[config.mk]
export PLATFORM = sky130hd
export DESIGN_NAME = rom_region_loader
export DESIGN_NICKNAME = d
export VERILOG_FILES = /design/src/rtl/rom_region_loader.sv
export SDC_FILE = /design/constraint.sdc
export NUM_CORES = 1
export LEC_CHECK = 0
export BUFFER_PORTS_ARGS = -buffer_cell sky130_fd_sc_hd__buf_2
export CAP_MARGIN = 20
export CORE_ASPECT_RATIO = 0.5
export CORE_MARGIN = 10
export CORE_UTILIZATION = 34
export DETAILED_ROUTE_END_ITERATION = 10
export HOLD_SLACK_MARGIN = 0.06
export PLACE_DENSITY = 0.63
export SLEW_MARGIN = 10
export SYNTH_ARGS = -nofsm -noshare
export SYNTH_HDL_FRONTEND = slang
export SYNTH_SLANG_ARGS = --single-unit
[constraint.sdc]
create_clock -name clk -period 4.1 [get_ports clk]
set_input_delay 0.205 -clock clk [delete_from_list [all_inputs] [get_ports clk]]
set_output_delay 0.205 -clock clk [all_outputs]
set_load 0.02 [all_outputs]
[src/rtl/rom_region_loader.sv]
// ROM download loader: parses region-tagged chunks and writes them to SDRAM or block RAM.
// Optional macro ROM_LOADER_CHECKSUM_EN enables the 16-bit payload checksum.

package rom_region_loader_pkg;
   typedef struct packed {
      logic [24:0] base_addr;
      logic        reorder_64;
      logic [4:0]  bram_cs;
   } region_t;
endpackage

module rom_region_loader
   import rom_region_loader_pkg::*;
#(
   parameter int                          NUM_REGIONS = 8,
   parameter region_t [NUM_REGIONS-1:0]   REGIONS     = '0
) (
   input  logic        clk,
   input  logic        reset,
   input  logic        ioctl_download,
   input  logic        ioctl_wr,
   input  logic [7:0]  ioctl_dout,
   output logic        ioctl_wait,
   output logic        sdr_req,
   input  logic        sdr_ack,
   output logic [24:0] sdr_addr,
   output logic [15:0] sdr_data,
   output logic [1:0]  sdr_be,
   output logic        bram_wr,
   output logic [4:0]  bram_cs,
   output logic [23:0] bram_addr,
   output logic [7:0]  bram_data,
   output logic [7:0]  board_cfg,
   output logic        done,
   output logic        error,
   output logic [15:0] checksum
);

   typedef enum logic [2:0] {IDLE, HDR, DATA, WRITE, SKIP, CFG} state_t;

   localparam logic [8:0] NUM_REGIONS_W = 9'(NUM_REGIONS);

   state_t      state_reg;
   logic        dl_prev_reg;
   logic [1:0]  hdr_cnt_reg;
   logic [7:0]  idx_reg;
   logic [23:0] len_reg;
   logic [23:0] cnt_reg;
   logic [24:0] base_reg;
   logic        reorder_reg;
   logic [4:0]  cs_reg;
   logic [21:0] qlen_reg;
   logic [21:0] qoff_reg;
   logic [1:0]  qtr_reg;
   logic [7:0]  lo_reg;
   logic        have_lo_reg;
   logic        end_pending_reg;
   logic        wait_reg;
   logic        sdr_req_reg;
   logic [24:0] sdr_addr_reg;
   logic [15:0] sdr_data_reg;
   logic [1:0]  sdr_be_reg;
   logic        bram_wr_reg;
   logic [23:0] bram_addr_reg;
   logic [7:0]  bram_data_reg;
   logic [7:0]  board_cfg_reg;
   logic        done_reg;
   logic        error_reg;

   logic        dl_rise, dl_fall, byte_valid, idx_valid, odd_byte, last_byte;
   logic [23:0] full_len, cnt_inc;
   logic [21:0] qoff_inc;
   logic [24:0] lin_sum, reo_sum, word_addr;
   region_t     sel_region;
   region_t     region_terms [NUM_REGIONS];

   // AND-OR table lookup keeps the mux flat for any NUM_REGIONS
   for (genvar gi = 0; gi < NUM_REGIONS; gi++) begin : g_region
      assign region_terms[gi] = (idx_reg == 8'(gi)) ? REGIONS[gi] : '0;
   end

   always_comb begin
      sel_region = '0;
      for (int i = 0; i < NUM_REGIONS; i++) begin
         sel_region = sel_region | region_terms[i];
      end
   end

   assign dl_rise    = ioctl_download & ~dl_prev_reg;
   assign dl_fall    = ~ioctl_download & dl_prev_reg;
   assign byte_valid = ioctl_wr & ioctl_download;
   assign idx_valid  = {1'b0, idx_reg} < NUM_REGIONS_W;
   assign full_len   = {len_reg[23:8], ioctl_dout};
   assign cnt_inc    = cnt_reg + 24'd1;
   assign last_byte  = (cnt_inc == len_reg);
   assign qoff_inc   = qoff_reg + 22'd1;

   // Reordered word address: base + (o>>1)*8 + q*2, built from shifts only
   assign lin_sum   = base_reg + {1'b0, cnt_reg};
   assign reo_sum   = base_reg + {1'b0, qoff_reg[21:1], 3'b000} + {22'd0, qtr_reg, 1'b0};
   assign word_addr = reorder_reg ? {reo_sum[24:1], 1'b0} : {lin_sum[24:1], 1'b0};
   assign odd_byte  = reorder_reg ? qoff_reg[0] : cnt_reg[0];

   always_ff @(posedge clk) begin
      if (reset) begin
         state_reg       <= IDLE;
         dl_prev_reg     <= 1'b0;
         hdr_cnt_reg     <= '0;
         idx_reg         <= '0;
         len_reg         <= '0;
         cnt_reg         <= '0;
         base_reg        <= '0;
         reorder_reg     <= 1'b0;
         cs_reg          <= '0;
         qlen_reg        <= '0;
         qoff_reg        <= '0;
         qtr_reg         <= '0;
         lo_reg          <= '0;
         have_lo_reg     <= 1'b0;
         end_pending_reg <= 1'b0;
         wait_reg        <= 1'b0;
         sdr_req_reg     <= 1'b0;
         sdr_addr_reg    <= '0;
         sdr_data_reg    <= '0;
         sdr_be_reg      <= '0;
         bram_wr_reg     <= 1'b0;
         bram_addr_reg   <= '0;
         bram_data_reg   <= '0;
         board_cfg_reg   <= '0;
         done_reg        <= 1'b0;
         error_reg       <= 1'b0;
      end else begin
         dl_prev_reg <= ioctl_download;
         bram_wr_reg <= 1'b0;
         case (state_reg)
            IDLE: begin
               if (dl_rise) begin
                  state_reg       <= HDR;
                  done_reg        <= 1'b0;
                  error_reg       <= 1'b0;
                  hdr_cnt_reg     <= '0;
                  have_lo_reg     <= 1'b0;
                  end_pending_reg <= 1'b0;
               end
            end
            HDR: begin
               if (dl_fall) begin
                  if (hdr_cnt_reg != 2'd0) error_reg <= 1'b1;
                  done_reg  <= 1'b1;
                  state_reg <= IDLE;
               end else if (byte_valid) begin
                  hdr_cnt_reg <= hdr_cnt_reg + 2'd1;
                  case (hdr_cnt_reg)
                     2'd0: idx_reg <= ioctl_dout;
                     2'd1: len_reg[23:16] <= ioctl_dout;
                     2'd2: len_reg[15:8] <= ioctl_dout;
                     default: begin
                        len_reg     <= full_len;
                        cnt_reg     <= '0;
                        qoff_reg    <= '0;
                        qtr_reg     <= '0;
                        have_lo_reg <= 1'b0;
                        base_reg    <= sel_region.base_addr;
                        cs_reg      <= sel_region.bram_cs;
                        reorder_reg <= sel_region.reorder_64 && (full_len[2:0] == 3'd0);
                        qlen_reg    <= full_len[23:2];
                        if (full_len == 24'd0) begin
                           state_reg <= HDR;
                        end else if (idx_reg == 8'hFF) begin
                           state_reg <= CFG;
                        end else if (!idx_valid) begin
                           state_reg <= SKIP;
                           error_reg <= 1'b1;
                        end else begin
                           state_reg <= DATA;
                           if (sel_region.reorder_64 && (full_len[2:0] != 3'd0)) error_reg <= 1'b1;
                        end
                     end
                  endcase
               end
            end
            DATA: begin
               if (dl_fall) begin
                  error_reg <= 1'b1;
                  if (have_lo_reg) begin
                     sdr_data_reg    <= {8'h00, lo_reg};
                     sdr_be_reg      <= 2'b01;
                     sdr_req_reg     <= 1'b1;
                     wait_reg        <= 1'b1;
                     have_lo_reg     <= 1'b0;
                     end_pending_reg <= 1'b1;
                     state_reg       <= WRITE;
                  end else begin
                     done_reg  <= 1'b1;
                     state_reg <= IDLE;
                  end
               end else if (byte_valid) begin
                  cnt_reg <= cnt_inc;
                  if (qoff_inc == qlen_reg) begin
                     qoff_reg <= '0;
                     qtr_reg  <= qtr_reg + 2'd1;
                  end else begin
                     qoff_reg <= qoff_inc;
                  end
                  if (cs_reg != 5'd0) begin
                     bram_wr_reg   <= 1'b1;
                     bram_addr_reg <= cnt_reg;
                     bram_data_reg <= ioctl_dout;
                     if (last_byte) state_reg <= HDR;
                  end else if (!odd_byte) begin
                     lo_reg       <= ioctl_dout;
                     sdr_addr_reg <= word_addr;
                     if (last_byte) begin
                        sdr_data_reg <= {8'h00, ioctl_dout};
                        sdr_be_reg   <= 2'b01;
                        sdr_req_reg  <= 1'b1;
                        wait_reg     <= 1'b1;
                        state_reg    <= WRITE;
                     end else begin
                        have_lo_reg <= 1'b1;
                     end
                  end else begin
                     sdr_data_reg <= {ioctl_dout, lo_reg};
                     sdr_be_reg   <= 2'b11;
                     sdr_req_reg  <= 1'b1;
                     wait_reg     <= 1'b1;
                     have_lo_reg  <= 1'b0;
                     state_reg    <= WRITE;
                  end
               end
            end
            WRITE: begin
               if (dl_fall) end_pending_reg <= 1'b1;
               if (sdr_ack) begin
                  sdr_req_reg <= 1'b0;
                  wait_reg    <= 1'b0;
                  if (end_pending_reg || dl_fall) begin
                     if (cnt_reg != len_reg) error_reg <= 1'b1;
                     done_reg  <= 1'b1;
                     state_reg <= IDLE;
                  end else if (cnt_reg == len_reg) begin
                     state_reg <= HDR;
                  end else begin
                     state_reg <= DATA;
                  end
               end
            end
            SKIP, CFG: begin
               if (dl_fall) begin
                  error_reg <= 1'b1;
                  done_reg  <= 1'b1;
                  state_reg <= IDLE;
               end else if (byte_valid) begin
                  cnt_reg <= cnt_inc;
                  if (state_reg == CFG && cnt_reg == 24'd0) board_cfg_reg <= ioctl_dout;
                  if (last_byte) state_reg <= HDR;
               end
            end
            default: state_reg <= IDLE;
         endcase
      end
   end

`ifdef ROM_LOADER_CHECKSUM_EN
   logic [15:0] checksum_reg;

   always_ff @(posedge clk) begin
      if (reset) begin
         checksum_reg <= '0;
      end else if (state_reg == IDLE && dl_rise) begin
         checksum_reg <= '0;
      end else if (state_reg == DATA && byte_valid) begin
         checksum_reg <= checksum_reg + {8'h00, ioctl_dout};
      end
   end

   assign checksum = checksum_reg;
`else
   assign checksum = '0;
`endif

   assign ioctl_wait = wait_reg;
   assign sdr_req    = sdr_req_reg;
   assign sdr_addr   = sdr_addr_reg;
   assign sdr_data   = sdr_data_reg;
   assign sdr_be     = sdr_be_reg;
   assign bram_wr    = bram_wr_reg;
   assign bram_cs    = cs_reg;
   assign bram_addr  = bram_addr_reg;
   assign bram_data  = bram_data_reg;
   assign board_cfg  = board_cfg_reg;
   assign done       = done_reg;
   assign error      = error_reg;

endmodule
==> results.txt, run 1 <==
The flow ran to the end, and the final reports show no timing, DRC or antenna violations. The number of buffers and inverters on the critical path came out at 0. The number of global-route vias before repair is approximately 6,200. The share of synthesized flip-flops with an asynchronous set or reset is 0%. The endpoint identified for the worst register-to-register timing path is state_reg[1]. Setup repair after global routing left no endpoint under its margin.

The number of warnings issued by yosys is 0. The vias per cell came out at 5.373. Setup violations remaining at the end of the flow were counted as 0. The chip width came out at 222.2 um. Counting the buffers created by CTS gives 17. The H-tree generated during clock tree synthesis spans 4 levels. The clock root buffer is sky130_fd_sc_hd__clkbuf_16.

Measured against its own limit, the worst slew margin works out to about a third. The signal on the critical path passes through ha_1, nand3_1, nor4_4, mux2_1, mux2i_1, or3_1, a2111oi_2, o21ai_1, mux2_1. The endpoint class of the critical path is a register. After synthesis the cells add up to 0.006953 mm^2.

The slowest stage of the critical path belongs to the cell sky130_fd_sc_hd__dfxtp_1. The path class of the tightest hold or removal check is input pin to register. The hold-fix buffer count after cts came out at 0. The worst register-to-register path begins at cnt_reg[0]. In the synthesized netlist the dominant register cell turns out to be sky130_fd_sc_hd__dfxtp_1. The number of cells on the worst reg-to-reg path came out at 9. The core area is 0.01977 mm^2. The number of register bits inferred by synthesis is approximately 120. The layout-stage area growth over the synthesis result came out at 12.09%.

The global-route total usage across every layer came out at 16.04%. The total congestion overflow after global routing is 0. The later-pin clock latency in the skew report is between 400 and 500 ps. The setup TNS is 0 ps. For the pin with the worst max-slew slack, the measured transition is 1006 ps. Grouping stages by cell kind, the critical path spends the most delay in simple AND/OR/NAND/NOR gates. The worst hold path passes through 3 cells.

In this run the remaining antenna-violating nets after routing total 0. The number of endpoints with negative hold slack in the final report is 0. The chip height is 121.1 um. The final-layout worst hold slack is 134.4 ps. In this design, the critical path's most frequently occurring cell is sky130_fd_sc_hd__mux2_1. The clock skew is between 10 and 15 ps.

In this run, the number of DRC markers left after iteration 0 of detailed routing was 570. The worst hold path begins at ioctl_dout[2]. TritonCTS built the clock tree. The number of sinks handled by clock tree synthesis is roughly 120. The number of gates resized after CTS came out at 0. The half-perimeter wire length after placement is 15,960 um.

The slack of the critical path is about 480 ps. The boundary pin count is roughly 120. The clock transition time at the flip-flop clock pins of the worst setup and hold paths is 70 ps.

In this design, the stage delay of the slowest critical-path cell is slightly below 600 ps. Sequential cells were found to cover between 30% and 40% of the synthesized design area. The largest net degree at the start of global routing is between 80 and 90. The number of standard cells in the layout, taps in and fillers out is 1,201. The final routed DRC violation total is 0. STA puts the critical path data required time at between 4000 and 5000 ps.

The first-pass GRT wire length came out at 34,970 um. The maximum VDD drop came out at roughly 0.00024 V. The critical path is of the register to register type. The count of buffers inserted at the top-level ports came out at 65.

The analysis attributes to cell leakage a power of 0.002958 uW. The minimum setup slack after placement is 523.0 ps. The post-synthesis instance total is about 890. 0 antenna diodes ended up in the layout. The worst endpoint data arrival time is 3920 ps. The register-to-register path setup slack is between 400 and 500 ps. The portion of the clock cycle consumed by the worst path in the final layout is 88.32%. For this configuration, the core starts out at a cell density of between 30% and 40%. The floorplan has 36 rows. The maximum frequency from static timing analysis is 0.2761 GHz. The final layout contains routed wiring with a total length of around 22,000 um.

The number of placed instances, taps included, is 1,169. The ratio of cells with drive above 1 in the final layout is 15.08%. The total count of max-transition violations in the final report is 0. The congestion estimate from routability-driven global placement came to 0.9523. The number of flops mapped to enable cells by yosys is 0. For this run, the post-layout net count is 941.

The worst hold path terminates at lo_reg[2]. For this block, the via count after detailed routing is 6,453. Of all nets on the critical path, the largest fanout is 10. The final critical delay including setup and external delays came out at around 3600 ps. The number of buffers between clock root and the deepest sink is 2. Before antenna repair, the detailed router went through 5 iterations. Averaged over all synthesized cells, the footprint is 7.786 um^2. The initial antenna violation count was 0. The average wire length per cell after detail routing came out at 18.37 um.

The post-route total power came out at approximately 3200 uW. STA classifies the critical path startpoint as a register. The count of cell types in the netlist came out at 69. The post-CTS setup-driven buffer insertion count came out at 0. The die area came out at 0.02692 mm^2.

The max-cap check violation count came out at 0. Power spread over the standard cell area amounts to 416.1 mW/mm^2.
[where the power goes]
part	switching [uW]	total [uW]	internal [uW]
sequential	53.7	1290	1240
combinational	352	507	155
clock	623	1440	820
total	1030	3240	2210
[tightest hold or removal path: stages]
cell and delay [ps]:
sky130_fd_sc_hd__buf_2 180, sky130_fd_sc_hd__nand2_1 80, sky130_fd_sc_hd__a21oi_1 50
[cell usage after synthesis (all sizes together), types with 9 or more instances]
master	n	share of area [%]
o21ai	28	2.0
inv	11	0.59
nor3	16	1.2
nor4	20	2.1
xnor2	20	2.5
nand2	135	7.3
dfxtp	124	36
a211oi	9	1.0
nor2	61	3.3
buf	76	7.8
nand3	51	3.7
o31ai	11	1.8
nand4	28	2.7
a31oi	9	0.81
a21oi	102	7.3
clkbuf	52	2.8
xor2	11	1.4
mux2i	20	2.9
and3	10	0.90
[placed cells by master (no fill, tap or decap), types with 16 or more instances in the layout]
cell	synthesis	layout
sky130_fd_sc_hd__a21oi_1	102	102
sky130_fd_sc_hd__buf_2	11	64
sky130_fd_sc_hd__buf_4	60	19
sky130_fd_sc_hd__clkbuf_16	0	17
sky130_fd_sc_hd__conb_1	1	56
sky130_fd_sc_hd__dfxtp_1	124	124
sky130_fd_sc_hd__mux2i_1	20	20
sky130_fd_sc_hd__nand2_1	135	135
sky130_fd_sc_hd__nand3_1	50	50
sky130_fd_sc_hd__nand4_1	27	27
sky130_fd_sc_hd__nor2_1	61	61
sky130_fd_sc_hd__nor4_1	18	16
sky130_fd_sc_hd__o21ai_0	26	26
sky130_fd_sc_hd__xnor2_1	20	20
[cell type report]
type	count	area (um^2)
sequential	124	2482
timing repair buffer	83	462.9
tap	266	332.8
clock inverter	13	107.6
inverter	12	45.04
fill	2026	11980
clock buffer	19	452.9
multi-input combinational	684	3910
[metrics by stage]
stage               utilization (%)  area, um^2
floorplan                         -        7159
global placement              36.58        7233
detailed placement            36.58        7233
CTS                           39.41        7794
global route                  39.41        7794
finish                        39.41        7794
[logic make-up after synthesis]
family | count (synthesis) | share of synthesized area [%]
AOI/OAI and AO/OA | 204 | 18.72
xor gates and xnor gates | 31 | 3.905
adders and majority gates | 6 | 1.080
buffers and inverters | 140 | 11.21
DFF | 124 | 35.70
muxes | 24 | 3.527
other | 1 | 0.05393
and+or+nand+nor | 363 | 25.81
[layer usage]
metal / vias up / track usage (%) / part of all wire (%)
met5: - / 0 / 0
met4: 0 / 5.239 / 1.6
met2: 234 / 24.50 / 44
met1: 3065 / 21.65 / 47
li1: 3127 / - / -
met3: 27 / 4.064 / 7.3
[worst max path at each step]
stage,slack (ps),depth (start not counted),from,end
2_1_floorplan,1260,11,cnt_reg[0],sdr_data[0]
3_3_place_gp,680,9,cnt_reg[0],state_reg[1]
3_5_place_dp,520,9,cnt_reg[0],state_reg[0]
4_1_cts,500,9,cnt_reg[0],state_reg[0]
5_1_grt,250,9,cnt_reg[0],state_reg[1]
6_report,480,9,cnt_reg[0],state_reg[1]
Note: power is estimated with default switching activity, not from simulation.
==> run 2, diff against run 1 <==
Settings changed: PLACE_DENSITY 0.63 to 0.65, REMOVE_ABC_BUFFERS from default to 1.
Clock period 4.1 ns to 3.1 ns, I/O delays scaled along.
==> results.txt, run 2 (same netlist as run 1, synthesis figures left out) <==
Outcome: complete, no violations (unchanged). The worst endpoint data arrival time came to 3260 ps (was 3920 ps). The largest driver fanout on the critical path is 3 (was 10). The relative slew slack came out at 46.86% (was 32.68%). The clock root buffer was sky130_fd_sc_hd__clkbuf_16 (unchanged). The number of sinks handled by clock tree synthesis came to 124 (unchanged). The total wirelength of the detailed-routed design is 22,810 um (was 22,060 um). The global-route total usage across every layer is 16.51% (was 16.04%). The remaining antenna violation count came out at 0 (unchanged).

The clock power share is 43.2% (was 44.5%). The share of total power in combinational logic is 17.2% (was 15.6%). The final routed DRC violation total was 0 (unchanged). The slew at the pin with the worst max-slew slack was 791.8 ps (was 1006 ps). Most frequent cells in the layout: 135 x sky130_fd_sc_hd__nand2_1, 123 x sky130_fd_sc_hd__dfxtp_1, 102 x sky130_fd_sc_hd__a21oi_1, 64 x sky130_fd_sc_hd__buf_2, 64 x sky130_fd_sc_hd__buf_4 (was 135 x sky130_fd_sc_hd__nand2_1, 124 x sky130_fd_sc_hd__dfxtp_1, 102 x sky130_fd_sc_hd__a21oi_1, 64 x sky130_fd_sc_hd__buf_2, 61 x sky130_fd_sc_hd__nor2_1). The layout-stage area growth over the synthesis result came to 17.28% (was 12.09%). The final net count is 987 (was 941).

The number of antenna repair diodes came out at 0 (unchanged). The placement-stage cell area came out at 0.007584 mm^2 (was 0.007233 mm^2). The total leakage power is 0.003208 uW (was 0.002958 uW). The half-perimeter wire length after placement came out at 16,830 um (was 15,960 um). The most frequent standard cell in the layout excluding fill and tap cells is sky130_fd_sc_hd__nand2_1 (unchanged).

The clock transition time at the flip-flop clock pins of the worst setup and hold paths is 60 ps (was 70 ps). The DRC violation total after the first TritonRoute iteration came to 552 (was 570). The total via count after detailed routing is 6,686 (was 6,453). The maximum frequency from static timing analysis came out at 0.3387 GHz (was 0.2761 GHz). RSZ-0062 raised after global routing: no (unchanged). The number of cells in the design after placement came out at 1,214 (was 1,169).

The final cell area excluding filler cells came out at 0.008154 mm^2 (was 0.007794 mm^2). The clock skew is 6.348 ps (was 13.39 ps). The count of buffers inserted at the top-level ports was 65 (unchanged). The core area is 0.01977 mm^2 (unchanged). The number of gates resized after CTS is 0 (unchanged).

The placement row count is 36 (unchanged). The first-pass GRT wire length is 35,820 um (was 34,970 um). The number of global-route vias before repair came out at 6,344 (was 6,206). The initial core utilization is 35.16% (unchanged). The maximum VDD drop is 0.0003336 V (was 0.0002365 V).

The max-cap check violation count was 0 (unchanged). The last weighted congestion value of the routability-driven placer is 0.9531 (was 0.9523). The switching power share of the total is 30.45% (was 31.72%).

The required time of the critical path came out at 3400 ps (was 4400 ps). The total count of max-transition violations in the final report was 0 (unchanged). The net load switching power is 1293 uW (was 1029 uW).

The number of endpoints with negative hold slack in the final report is 0 (unchanged). The clock tree from TritonCTS was built (unchanged). The H-tree depth is 4 (unchanged).

The number of iterations in the first detailed-routing pass was 5 (unchanged). The final critical delay including setup and external delays came out at 2953 ps (was 3621 ps). The number of standard cells in the layout, taps in and fillers out came out at 1,246 (was 1,201). The chip height came to 121.1 um (unchanged).

The largest net degree at the start of global routing came to 73 (was 81). The number of buffers between clock root and the deepest sink came to 2 (unchanged). The boundary pin count is 122 (unchanged).

The number of inserted filler cells in the final layout came to 2,009 (was 2,026). The power per unit of standard cell area is 520.6 mW/mm^2 (was 416.1 mW/mm^2). The hold-fix buffer count after cts is 0 (unchanged). The cell-internal power is 2952 uW (was 2215 uW). The total congestion overflow after global routing is 0 (unchanged). The later-pin clock latency in the skew report was 420 ps (was 430 ps). The endpoint class of the critical path is a register (unchanged). The chip width came to 222.2 um (unchanged). The critical path class is register to register (unchanged). The final setup violation count is 0 (unchanged). The ratio of cells with drive above 1 in the final layout came to 19.08% (was 15.08%). The post-route total power came out at 4245 uW (was 3243 uW). The post-CTS setup-driven buffer insertion count came out at 0 (unchanged). The number of clock buffers inserted by TritonCTS is 17 (unchanged). The sequential fraction of design power came out at 39.6% (was 39.9%).

The average wire length per cell after detail routing came out at 18.30 um (was 18.37 um). The final cell utilization of the core came out at 41.24% (was 39.41%). The classification of the worst-slack hold path was input pin to register (unchanged). The die area was 0.02692 mm^2 (unchanged). The startpoint class of the critical path was a register (unchanged). The portion of the clock cycle consumed by the worst path in the final layout is 95.25% (was 88.32%). The area occupied by registers came to 0.002484 mm^2 (was 0.002482 mm^2). The initial antenna violation count is 0 (unchanged). The vias per cell was 5.366 (was 5.373). The multi-input logic area was 0.003939 mm^2 (was 0.003910 mm^2).
## run 2: changes by cell type in the layout (fill, tap and decap cells not counted), moves of 2 or more
cell	change
sky130_fd_sc_hd__buf_4	+45
sky130_fd_sc_hd__clkbuf_1	+2
sky130_fd_sc_hd__clkbuf_8	-2
sky130_fd_sc_hd__clkinv_2	+4
sky130_fd_sc_hd__inv_6	-3
sky130_fd_sc_hd__inv_8	-2
## run 2: final cells by class
type                       instances  share of cell area, %
multi-input combinational        684                  48.30
sequential                       124                  30.46
timing repair buffer             129                  10.07
clock buffer                      19                  5.309
tap                              266                  4.082
clock inverter                    12                  1.228
inverter                          12                 0.5524
## run 2: worst paths after layout
path | slack (ps) | cells after the start | end | start
worst max-delay path | 150 | 9 | state_reg[1] | cnt_reg[1]
worst min-delay path | 110 | 4 | sdr_req | sdr_ack
worst max register to register | 150 | 9 | state_reg[1] | cnt_reg[1]
worst min register to register | 440 | 2 | sdr_be[0] | sdr_be[0]
## run 2: through the flow
stage          hold slack (ps)  setup WS [ps]  setup TNS (ps)
2_1_floorplan            224.1          -1420          -51190
3_3_place_gp             438.6          89.31               0
3_5_place_dp             442.1          41.03               0
4_1_cts                  91.41          26.26               0
5_1_grt                  118.0          60.93               0
6_report                 112.1          147.3               0
## run 2: power by group through the flow
stage	clock network (uW)	logic, uW	registers, uW
final	1830	731	1680
after global routing	1940	804	1680
after global placement	0	704	1710
after floorplan	0	419	1740
after CTS	1860	714	1680
after detailed placement	0	710	1710
## run 2: critical path, cell delays in order (launching register included)
cell	delay, ps
sky130_fd_sc_hd__dfxtp_1	320
sky130_fd_sc_hd__ha_1	240
sky130_fd_sc_hd__and3_1	200
sky130_fd_sc_hd__and3_1	220
sky130_fd_sc_hd__xnor2_1	180
sky130_fd_sc_hd__mux2_2	380
sky130_fd_sc_hd__or3_1	400
sky130_fd_sc_hd__a2111oi_4	370
sky130_fd_sc_hd__o21ai_1	190
sky130_fd_sc_hd__mux2_1	350
## run 2: layer usage
layer	global-route usage, %	vias to the layer above	part of all wire, %
met4	5.577	0	2.0
met1	21.77	3165	46
met5	0	-	0
met2	26.22	274	44
li1	-	3217	-
met3	3.680	30	7.5
==> run 3, diff against run 2 <==
Settings changed: RECOVER_POWER from default to 25.
==> results.txt, run 3 (same netlist as run 1, synthesis figures left out) <==
The endpoint class of the critical path was a register (unchanged). The total wirelength of the detailed-routed design came out at 22,910 um (was 22,810 um). The sequential fraction of design power came out at 39.6% (about the same). The core area is 0.01977 mm^2 (unchanged). The critical path class is register to register (unchanged).

The final net count is 987 (unchanged). The switching power share of the total came to 30.54% (was 30.45%). The number of buffers and inverters on the critical path is 0 (unchanged). The last weighted congestion value of the routability-driven placer is 0.9531 (unchanged). The half-perimeter wire length after placement is 16,830 um (unchanged). The kind of cell with the highest combined delay on the critical path is simple AND/OR/NAND/NOR gates (unchanged). The multi-input logic area came out at 0.003939 mm^2 (unchanged).

The total congestion overflow after global routing was 0 (unchanged). The largest driver fanout on the critical path was 3 (unchanged). The relative slew slack is -38.57% (was 46.86%). The final cell utilization of the core is 40.95% (was 41.24%). RSZ-0062 raised after global routing: no (unchanged). The number of iterations in the first detailed-routing pass came to 5 (unchanged). The critical path's slowest cell is sky130_fd_sc_hd__or3_1 (unchanged). The classification of the worst-slack hold path was input pin to register (unchanged).

The area occupied by registers was 0.002484 mm^2 (unchanged). Outcome: finished, violations left (was complete, no violations). The number of buffers between clock root and the deepest sink came to 2 (unchanged). The placement-stage cell area is 0.007584 mm^2 (unchanged).

The vias per cell is 5.376 (was 5.366). The number of gates resized after CTS came to 0 (unchanged). The maximum frequency from static timing analysis came to 0.3387 GHz (about the same). The slew at the pin with the worst max-slew slack came to 2079 ps (was 791.8 ps). Most frequent cells in the layout: 135 x sky130_fd_sc_hd__nand2_1, 123 x sky130_fd_sc_hd__dfxtp_1, 102 x sky130_fd_sc_hd__a21oi_1, 63 x sky130_fd_sc_hd__buf_4, 61 x sky130_fd_sc_hd__nor2_1 (was 135 x sky130_fd_sc_hd__nand2_1, 123 x sky130_fd_sc_hd__dfxtp_1, 102 x sky130_fd_sc_hd__a21oi_1, 64 x sky130_fd_sc_hd__buf_2, 64 x sky130_fd_sc_hd__buf_4). The clock skew is 6.733 ps (was 6.348 ps). The chip height is 121.1 um (unchanged). The boundary pin count came out at 122 (unchanged).

The clock tree from TritonCTS is built (unchanged). The remaining antenna violation count is 0 (unchanged). The total via count after detailed routing is 6,699 (was 6,686).

The clock transition time at the flip-flop clock pins of the worst setup and hold paths came out at 60 ps (about the same). The clock root buffer is sky130_fd_sc_hd__clkbuf_16 (unchanged). The cell type with the highest occurrence count on the critical path is sky130_fd_sc_hd__and3_1 (unchanged). The cell-internal power was 2949 uW (was 2952 uW).

The net load switching power was 1297 uW (was 1293 uW). The required time of the critical path is 3400 ps (about the same). The DRC violation total after the first TritonRoute iteration is 593 (was 552). The final critical delay including setup and external delays is 2952 ps (was 2953 ps).

The max-cap check violation count came out at 1 (was 0). Series of cell instances along the critical path: ha_1, and3_1, and3_1, xnor2_1, mux2_2, or3_1, a2111oi_4, o21ai_1, mux2_1 (unchanged). The maximum cell stage delay along the critical path came out at 400 ps (about the same). The post-CTS setup-driven buffer insertion count came to 0 (unchanged).

The clock power share came out at 43.2% (about the same). The initial antenna violation count is 0 (unchanged). The power per unit of standard cell area is 524.4 mW/mm^2 (was 520.6 mW/mm^2). The final cell area excluding filler cells came out at 0.008097 mm^2 (was 0.008154 mm^2). The startpoint class of the critical path is a register (unchanged). The worst endpoint data arrival time was 3260 ps (about the same).

The register-to-register path setup slack was 150 ps (about the same). The die area is 0.02692 mm^2 (unchanged). The ratio of cells with drive above 1 in the final layout came to 14.59% (was 19.08%). The placement row count is 36 (unchanged).

The largest net degree at the start of global routing was 73 (unchanged). The later-pin clock latency in the skew report came out at 420 ps (about the same). The chip width is 222.2 um (unchanged).

The number of global-route vias before repair is 6,344 (unchanged). The number of clock buffers inserted by TritonCTS is 17 (unchanged). The final routed DRC violation total came out at 0 (unchanged).

The initial core utilization is 35.16% (unchanged). The first-pass GRT wire length came out at 35,820 um (unchanged). The total count of max-transition violations in the final report was 44 (was 0).

The number of antenna repair diodes is 0 (unchanged). The number of endpoints with negative hold slack in the final report is 0 (unchanged). The final reports fail on capacitance limit, slew limit. The number of inserted filler cells in the final layout came out at 2,024 (was 2,009). The number of sinks handled by clock tree synthesis was 124 (unchanged).

The maximum VDD drop came out at 0.0003330 V (was 0.0003336 V). The layout-stage area growth over the synthesis result came to 16.45% (was 17.28%). The average wire length per cell after detail routing is 18.39 um (was 18.30 um). The final setup violation count came out at 0 (unchanged). The global-route total usage across every layer is 16.51% (unchanged).

The most frequent standard cell in the layout excluding fill and tap cells is sky130_fd_sc_hd__nand2_1 (unchanged). The hold-fix buffer count after cts was 0 (unchanged). The count of buffers inserted at the top-level ports came out at 65 (unchanged).

The H-tree depth came to 4 (unchanged). The portion of the clock cycle consumed by the worst path in the final layout is 95.24% (was 95.25%). The share of total power in combinational logic came out at 17.2% (about the same). The total leakage power is 0.003015 uW (was 0.003208 uW).
[run 3: changes by cell type in the layout (fill, tap and decap cells not counted), sizes merged]
cell | previous run | this run
buf | 129 | 85
clkbuf | 19 | 63
[run 3: power by group through the flow]
stage / Sequential [uW] / Clock (uW) / Combinational [uW]
3_3_place_gp: 1710 / 0 / 704
4_1_cts: 1680 / 1860 / 714
2_1_floorplan: 1740 / 0 / 419
6_report: 1680 / 1840 / 730
3_5_place_dp: 1710 / 0 / 710
5_1_grt: 1690 / 1940 / 800
[run 3: layer usage]
layer | vias up | track usage, % | routed length (um)
met5 | - | 0 | 0
met4 | 0 | 5.577 | 472
met3 | 31 | 3.680 | 1570
met2 | 252 | 26.22 | 10140
met1 | 3199 | 21.77 | 10720
li1 | 3217 | - | -
[run 3: worst register-to-register path: stages (launching register included)]
cell and delay [ps]:
sky130_fd_sc_hd__dfxtp_1 320, sky130_fd_sc_hd__ha_1 240, sky130_fd_sc_hd__and3_1 200, sky130_fd_sc_hd__and3_1 220, sky130_fd_sc_hd__xnor2_1 180, sky130_fd_sc_hd__mux2_2 380
sky130_fd_sc_hd__or3_1 400, sky130_fd_sc_hd__a2111oi_4 370, sky130_fd_sc_hd__o21ai_1 190, sky130_fd_sc_hd__mux2_1 350
[run 3: worst paths after layout]
| check | startpoint | to | depth (start not counted) |
|---|---|---|---|
| worst max-delay path | cnt_reg[1] | state_reg[1] | 9 |
| worst min-delay path | ioctl_dout[7] | lo_reg[7] | 3 |
| worst max register to register | cnt_reg[1] | state_reg[1] | 9 |
| worst min register to register | sdr_be[0] | sdr_be[0] | 2 |
[run 3: through the flow]
step / setup TNS (ps) / hold WS (ps) / total power [uW] / setup slack, ps / cells
after floorplan: -51190 / 224.1 / 2157 / -1420 / 820
after global placement: 0 / 438.6 / 2416 / 89.31 / 1214
after detailed placement: 0 / 442.1 / 2423 / 41.03 / 1214
after CTS: 0 / 91.41 / 4257 / 26.26 / 1245
after global routing: 0 / 118.0 / 4424 / 60.93 / 1246
final: 0 / 117.6 / 4246 / 147.6 / 1246
[run 3: cell type report]
cell class              instances  area share [%]
multi-input cells             684           48.65
flip-flops and latches        124           30.68
repair buffers                129           9.427
clock buffers                  19           5.347
well taps                     266           4.111
clock inverters                12           1.236
inverters                      12          0.5563
